$ cat config.mk
export PLATFORM = sky130hd
export DESIGN_NAME = cu_bubble_stage_flat
export DESIGN_NICKNAME = d
export VERILOG_FILES = /design/src/rtl/cu_bubble_stage_if.sv /design/src/rtl/cu_bubble_stage.sv /design/src/flat_wrapper.sv
export SDC_FILE = /design/constraint.sdc
export NUM_CORES = 1
export LEC_CHECK = 0
export ABC_CLOCK_PERIOD_IN_PS = 5400
export BUFFER_PORTS_ARGS = -buffer_cell sky130_fd_sc_hd__buf_4
export CELL_PAD_IN_SITES_DETAIL_PLACEMENT = 2
export CELL_PAD_IN_SITES_GLOBAL_PLACEMENT = 2
export CORE_AREA = 2 2 74 76
export DETAILED_ROUTE_END_ITERATION = 7
export DIE_AREA = 0 0 76 78
export HOLD_SLACK_MARGIN = 0.12
export PLACE_DENSITY_LB_ADDON = 0.1
export SLEW_MARGIN = 20
export SYNTH_ARGS = -nofsm -noshare
export SYNTH_HDL_FRONTEND = slang
export SYNTH_SLANG_ARGS = --single-unit
export TNS_END_PERCENT = 1
$ cat constraint.sdc
create_clock -name clk -period 5.4 [get_ports clk]
set_clock_uncertainty 0.05 [all_clocks]
set_input_delay 0.81 -clock clk [delete_from_list [all_inputs] [get_ports clk]]
set_output_delay 0.81 -clock clk [all_outputs]
set_load 0.02 [all_outputs]
$ cat src/rtl/cu_bubble_stage_if.sv
// Control-bundle handshake between the control unit / hazard logic and the
// bubble stage feeding the ID/EX register.
interface cu_bubble_stage_if #(
  parameter int unsigned CTRL_W      = 13,
  parameter int unsigned MAX_BUBBLES = 4,
  parameter int unsigned CNT_W       = $clog2(MAX_BUBBLES + 1),
  parameter int unsigned STAT_W      = 16
);
  logic [CTRL_W-1:0] ctrl_in;
  logic              in_valid;
  logic              hazard;
  logic              bubble_req;
  logic [CNT_W-1:0]  bubble_len;
  logic              stall;
  logic              flush;
  logic [CTRL_W-1:0] ctrl_out;
  logic              out_valid;
  logic              bubbling;
  logic              upstream_stall;
  logic [STAT_W-1:0] bubble_total;

  modport master (
    output ctrl_in, in_valid, hazard, bubble_req, bubble_len, stall, flush,
    input  ctrl_out, out_valid, bubbling, upstream_stall, bubble_total
  );

  modport slave (
    input  ctrl_in, in_valid, hazard, bubble_req, bubble_len, stall, flush,
    output ctrl_out, out_valid, bubbling, upstream_stall, bubble_total
  );
endinterface

$ cat src/rtl/cu_bubble_stage.sv
// Registered control-word stage: passes the control bundle or inserts NOP
// bubbles (single or burst), with stall/flush and a saturating bubble count.
module cu_bubble_stage #(
  parameter int unsigned       CTRL_W      = 13,
  parameter int unsigned       MAX_BUBBLES = 4,
  parameter int unsigned       CNT_W       = $clog2(MAX_BUBBLES + 1),
  parameter int unsigned       STAT_W      = 16,
  parameter logic [CTRL_W-1:0] NOP         = '0
) (
  input logic              clk,
  input logic              rst_n,
  cu_bubble_stage_if.slave bus
);

  typedef enum logic {
    IDLE  = 1'b0,
    BURST = 1'b1
  } state_t;

  localparam logic [CNT_W-1:0] MAX_N = CNT_W'(MAX_BUBBLES);
  localparam logic [CNT_W-1:0] ONE   = CNT_W'(1);

  generate
    if (MAX_BUBBLES < 1) begin : g_bad_max
      $error("cu_bubble_stage: MAX_BUBBLES must be at least 1");
    end
  endgenerate

  state_t            state_q, state_d;
  logic [CNT_W-1:0]  cnt_q, cnt_d;
  logic [CTRL_W-1:0] ctrl_q, ctrl_d;
  logic              valid_q, valid_d;
  logic [STAT_W-1:0] total_q, total_d;

  logic              burst_req;
  logic              insert_bubble;
  logic [CNT_W-1:0]  burst_n;

  assign burst_req     = bus.bubble_req && (bus.bubble_len != '0);
  assign burst_n       = (bus.bubble_len > MAX_N) ? MAX_N : bus.bubble_len;
  // A burst in progress swallows any new request or hazard.
  assign insert_bubble = (state_q == BURST) || burst_req || bus.hazard;

  always_ff @(posedge clk or negedge rst_n) begin
    if (!rst_n) begin
      state_q <= IDLE;
      cnt_q   <= '0;
      ctrl_q  <= NOP;
      valid_q <= 1'b0;
      total_q <= '0;
    end else begin
      state_q <= state_d;
      cnt_q   <= cnt_d;
      ctrl_q  <= ctrl_d;
      valid_q <= valid_d;
      total_q <= total_d;
    end
  end

  // cnt holds the bubbles still owed after the one being captured now.
  always_comb begin
    state_d = state_q;
    cnt_d   = cnt_q;
    if (bus.flush) begin
      state_d = IDLE;
      cnt_d   = '0;
    end else if (!bus.stall) begin
      unique case (state_q)
        BURST: begin
          if (cnt_q <= ONE) begin
            state_d = IDLE;
            cnt_d   = '0;
          end else begin
            cnt_d = cnt_q - ONE;
          end
        end
        IDLE: begin
          if (burst_req && (burst_n > ONE)) begin
            state_d = BURST;
            cnt_d   = burst_n - ONE;
          end
        end
        default: begin
          state_d = IDLE;
          cnt_d   = '0;
        end
      endcase
    end
  end

  always_comb begin
    ctrl_d  = ctrl_q;
    valid_d = valid_q;
    total_d = total_q;
    if (bus.flush) begin
      ctrl_d  = NOP;
      valid_d = 1'b0;
    end else if (!bus.stall) begin
      if (insert_bubble) begin
        ctrl_d  = NOP;
        valid_d = 1'b0;
        if (total_q != '1) begin
          total_d = total_q + STAT_W'(1);
        end
      end else begin
        ctrl_d  = bus.in_valid ? bus.ctrl_in : NOP;
        valid_d = bus.in_valid;
      end
    end
  end

  assign bus.ctrl_out       = ctrl_q;
  assign bus.out_valid      = valid_q;
  assign bus.bubbling       = (state_q == BURST);
  assign bus.bubble_total   = total_q;
  assign bus.upstream_stall = !bus.flush &&
                              (bus.stall || (state_q == BURST) ||
                               ((state_q == IDLE) && (burst_req || bus.hazard)));

endmodule

$ cat src/flat_wrapper.sv
// flat-port wrapper written by rule: the top's interface ports become plain ports
module cu_bubble_stage_flat 
#(
  parameter int unsigned       CTRL_W      = 13,
  parameter int unsigned       MAX_BUBBLES = 4,
  parameter int unsigned       CNT_W       = $clog2(MAX_BUBBLES + 1),
  parameter int unsigned       STAT_W      = 16,
  parameter logic [CTRL_W-1:0] NOP         = '0
)
  (clk, rst_n, bus_ctrl_in, bus_in_valid, bus_hazard, bus_bubble_req, bus_bubble_len, bus_stall, bus_flush, bus_ctrl_out, bus_out_valid, bus_bubbling, bus_upstream_stall, bus_bubble_total);
  cu_bubble_stage_if #(.CTRL_W(CTRL_W), .MAX_BUBBLES(MAX_BUBBLES), .CNT_W(CNT_W), .STAT_W(STAT_W)) bus_i ();
  input logic clk;
  input logic rst_n;
  input wire logic [$bits(bus_i.ctrl_in)-1:0] bus_ctrl_in;
  input wire logic [$bits(bus_i.in_valid)-1:0] bus_in_valid;
  input wire logic [$bits(bus_i.hazard)-1:0] bus_hazard;
  input wire logic [$bits(bus_i.bubble_req)-1:0] bus_bubble_req;
  input wire logic [$bits(bus_i.bubble_len)-1:0] bus_bubble_len;
  input wire logic [$bits(bus_i.stall)-1:0] bus_stall;
  input wire logic [$bits(bus_i.flush)-1:0] bus_flush;
  output wire logic [$bits(bus_i.ctrl_out)-1:0] bus_ctrl_out;
  output wire logic [$bits(bus_i.out_valid)-1:0] bus_out_valid;
  output wire logic [$bits(bus_i.bubbling)-1:0] bus_bubbling;
  output wire logic [$bits(bus_i.upstream_stall)-1:0] bus_upstream_stall;
  output wire logic [$bits(bus_i.bubble_total)-1:0] bus_bubble_total;
  assign bus_i.ctrl_in = bus_ctrl_in;
  assign bus_i.in_valid = bus_in_valid;
  assign bus_i.hazard = bus_hazard;
  assign bus_i.bubble_req = bus_bubble_req;
  assign bus_i.bubble_len = bus_bubble_len;
  assign bus_i.stall = bus_stall;
  assign bus_i.flush = bus_flush;
  assign bus_ctrl_out = bus_i.ctrl_out;
  assign bus_out_valid = bus_i.out_valid;
  assign bus_bubbling = bus_i.bubbling;
  assign bus_upstream_stall = bus_i.upstream_stall;
  assign bus_bubble_total = bus_i.bubble_total;
  cu_bubble_stage #(.CTRL_W(CTRL_W), .MAX_BUBBLES(MAX_BUBBLES), .CNT_W(CNT_W), .STAT_W(STAT_W), .NOP(NOP)) u_core (.clk(clk), .rst_n(rst_n), .bus(bus_i));
endmodule
==> flow_summary.json <==
{
  "top_layer": "met4",
  "crit_fanout": 3,
  "clock_latency_ns": 0.28,
  "synth_edf_count": 0,
  "timing.hold.ws_ns": 0.415,
  "synth_ff_type": "dfrtp_1",
  "critPathMaxStageDelay_ns": 0.47,
  "power.total_w": 0.000689,
  "ant_nets": 0,
  "fin_tns_setup_ns": 0,
  "num_antenna_cells": 0,
  "tightest_slew_ns": 0.627,
  "hpwl_um": 3380,
  "drcViolationCount": 0,
  "drt_first_pass_iters": 2,
  "antenna_found_initial": 0,
  "num_rows": 26,
  "cts-root-buf": "clkbuf_8",
  "cts_tree": "done",
  "drt-initial-drc-count": 20,
  "ys_top_cells_by_count": "dfrtp_1, nand2_1, a22o_1, xnor2_1, inv_1",
  "vdd_drop_max_v": 0.000208,
  "critPathCaptureType": "primary output",
  "grt_util_all_layers_pct": 16.2,
  "synth_area_um2": 1640,
  "cp_data_arrival_time_ns": 1.90,
  "grt_pass1_wl_um": 7600,
  "cts.sinks": 34,
  "ctsHoldBuffers": 0,
  "cts_buffers": 5,
  "layout-drive-gt1-share_pct": 36.8,
  "fmax_mhz": 363,
  "ys_types": 36,
  "ys_seq_area_share_pct": 52.0,
  "post_cts_buffers": 0,
  "crit_path_start": "bus_bubble_len[1]",
  "area_growth_pct": 34.3,
  "setup_violations": 0,
  "critPathKind": "primary input to primary output",
  "async_flop_share_pct": 100,
  "finalMaxSlewViolations": 0,
  "fin_util_pct": 43.6,
  "grt_pass1_vias": 1492,
  "grt_max_degree": 35,
  "leakagePower_nw": 1.04,
  "start_util_pct": 32.5,
  "wl_met3_um": 208,
  "start_kind": "primary input",
  "status": "complete, no violations",
  "cpMaxStageDelayCell": "or3_1",
  "grt-ovfl-total": 0,
  "required_ns": 4.54,
  "fin_crit_sh_pct": 51.1,
  "syn_nets": 170,
  "cts_max_level": 2,
  "ys_top_cells_by_area": "dfrtp_1, a22o_1, xnor2_1",
  "post_cts_resized": 0,
  "wl_met2_um": 2280,
  "vias_per_cell": 4.89,
  "postSynthCellCount": 143,
  "min_path_type": "primary input to asynchronous set/reset pin",
  "finalCriticalPeriod_ns": 2.76,
  "die_x_um": 76,
  "ys_ff_latch": 34,
  "die_h_um": 78,
  "io_pins": 55,
  "post-synth-top-area-cell": "dfrtp_1",
  "rsz0062_at_grt": "no",
  "cap_violations": 0,
  "nNetsFinal": 227,
  "vias": 1325,
  "avgSynthCellArea_um2": 11.4,
  "p_per_area_nw_per_um2": 314,
  "yosysWarningCount": 0,
  "clockBufferDepth": 2,
  "routed_wl_um": 4430,
  "slew_headroom_pct": 58.1,
  "core_region_area_um2": 5040,
  "wl_per_cell_um": 16.4,
  "clk_pin_slew_ns": 0.07,
  "cp_cell_sequence": "buf_4 > or3_1 > a211oi_1 > nor2_1 > buf_4",
  "yosysMostFrequentCell": "dfrtp_1",
  "netlist.area_leader.share_pct": 52.0,
  "numPortBuffers": 54,
  "place_congestion": 0.746,
  "die_area_um2": 5930,
  "crit_top_cell": "buf_4",
  "r2r_start": "u_core.bus.bubble_total[0]$_DFFE_PN0P_",
  "finalHoldViolations": 0,
  "m1WireLength_um": 1890
}
per-stage QoR:
step | cell area (um^2) | instances | setup WS [ns]
after floorplan | 1640 | 143 | 2.88
after global placement | 2100 | 263 | 2.67
after detailed placement | 2100 | 263 | 2.64
after CTS | 2190 | 271 | 2.63
after global routing | 2200 | 271 | 2.59
final | 2200 | 271 | 2.64
routing by layer:
metal	track usage, %	vias up
met5	0	-
met4	5.27	0
met3	4.77	6
met2	27.6	39
met1	19.9	663
li1	-	617
cells by family after synthesis:
family                   synth area share (%)
AND/OR/NAND/NOR                          15.4
flip-flops                               52.0
AO/OA/AOI/OAI                            16.1
XOR/XNOR                                 8.56
buffers and inverters                    3.44
adder cells (fa/ha/maj)                  3.06
multiplexers                             1.38
layout make-up:
class	instances	area [um^2]
Clock inverter	2	12.5
Clock buffer	6	82.6
Tap cell	70	87.6
Sequential cell	34	851
Inverter	7	26.3
Fill cell	563	2850
Timing Repair Buffer	54	405
Multi-Input combinational cell	98	732
power by group:
| group | leakage, nW | total [W] | switching (W) | internal [W] |
|---|---|---|---|---|
| sequential | 0.458 | 0.000322 | 0.0000393 | 0.000283 |
| combinational | 0.533 | 0.000169 | 0.0000905 | 0.0000787 |
| clock | 0.0472 | 0.000197 | 0.0000950 | 0.000102 |
| total | 1.04 | 0.000689 | 0.000225 | 0.000464 |
worst max-delay path: cells and delay by family:
kind | cells | cell delay (ns)
AO/OA/AOI/OAI | 1 | 0.28
buffers and inverters | 2 | 0.27
AND/OR/NAND/NOR | 2 | 0.53
placed cells by master, fill, tap and decap left out, types with 2 or more instances in the layout:
master | netlist | final
buf_4 | 2 | 54
dfrtp_1 | 34 | 34
nand2_1 | 14 | 14
a22o_1 | 13 | 13
xnor2_1 | 13 | 13
inv_1 | 7 | 7
nor2_1 | 6 | 6
nand4_1 | 6 | 6
nand3_1 | 6 | 6
clkbuf_8 | 0 | 6
o21ai_0 | 5 | 5
ha_1 | 4 | 4
xor2_1 | 3 | 3
nand2b_1 | 2 | 2
or3_1 | 2 | 2
or2_2 | 2 | 2
and3_1 | 2 | 2
nor3b_2 | 2 | 2
mux2_2 | 2 | 2
path summary, 6_finish.rpt:
check                                                          endpoint  slack (ns)  cells after the start
worst max-delay path                                 bus_upstream_stall        2.64                      5
worst min-delay path                        u_core.cnt_q[2]$_DFFE_PN0P_        0.42                      1
worst max register to register  u_core.bus.bubble_total[12]$_DFFE_PN0P_        3.40                      6
worst min register to register         u_core.bus.out_valid$_DFFE_PN0P_        0.45                      1
max in group asynchronous            u_core.bus.ctrl_out[3]$_DFFE_PN0P_        4.57                      1
min in group clk                       u_core.bus.out_valid$_DFFE_PN0P_        0.45                      1
registers in the layout (all words and copies together), names as in the netlist:
| register | count |
|---|---|
| u_core.cnt_q | 3 |
| u_core.bus.bubbling | 1 |
| u_core.bus.ctrl_out | 13 |
| u_core.bus.out_valid | 1 |
| u_core.bus.bubble_total | 16 |
No activity file was read; power rests on OpenSTA's default activity.
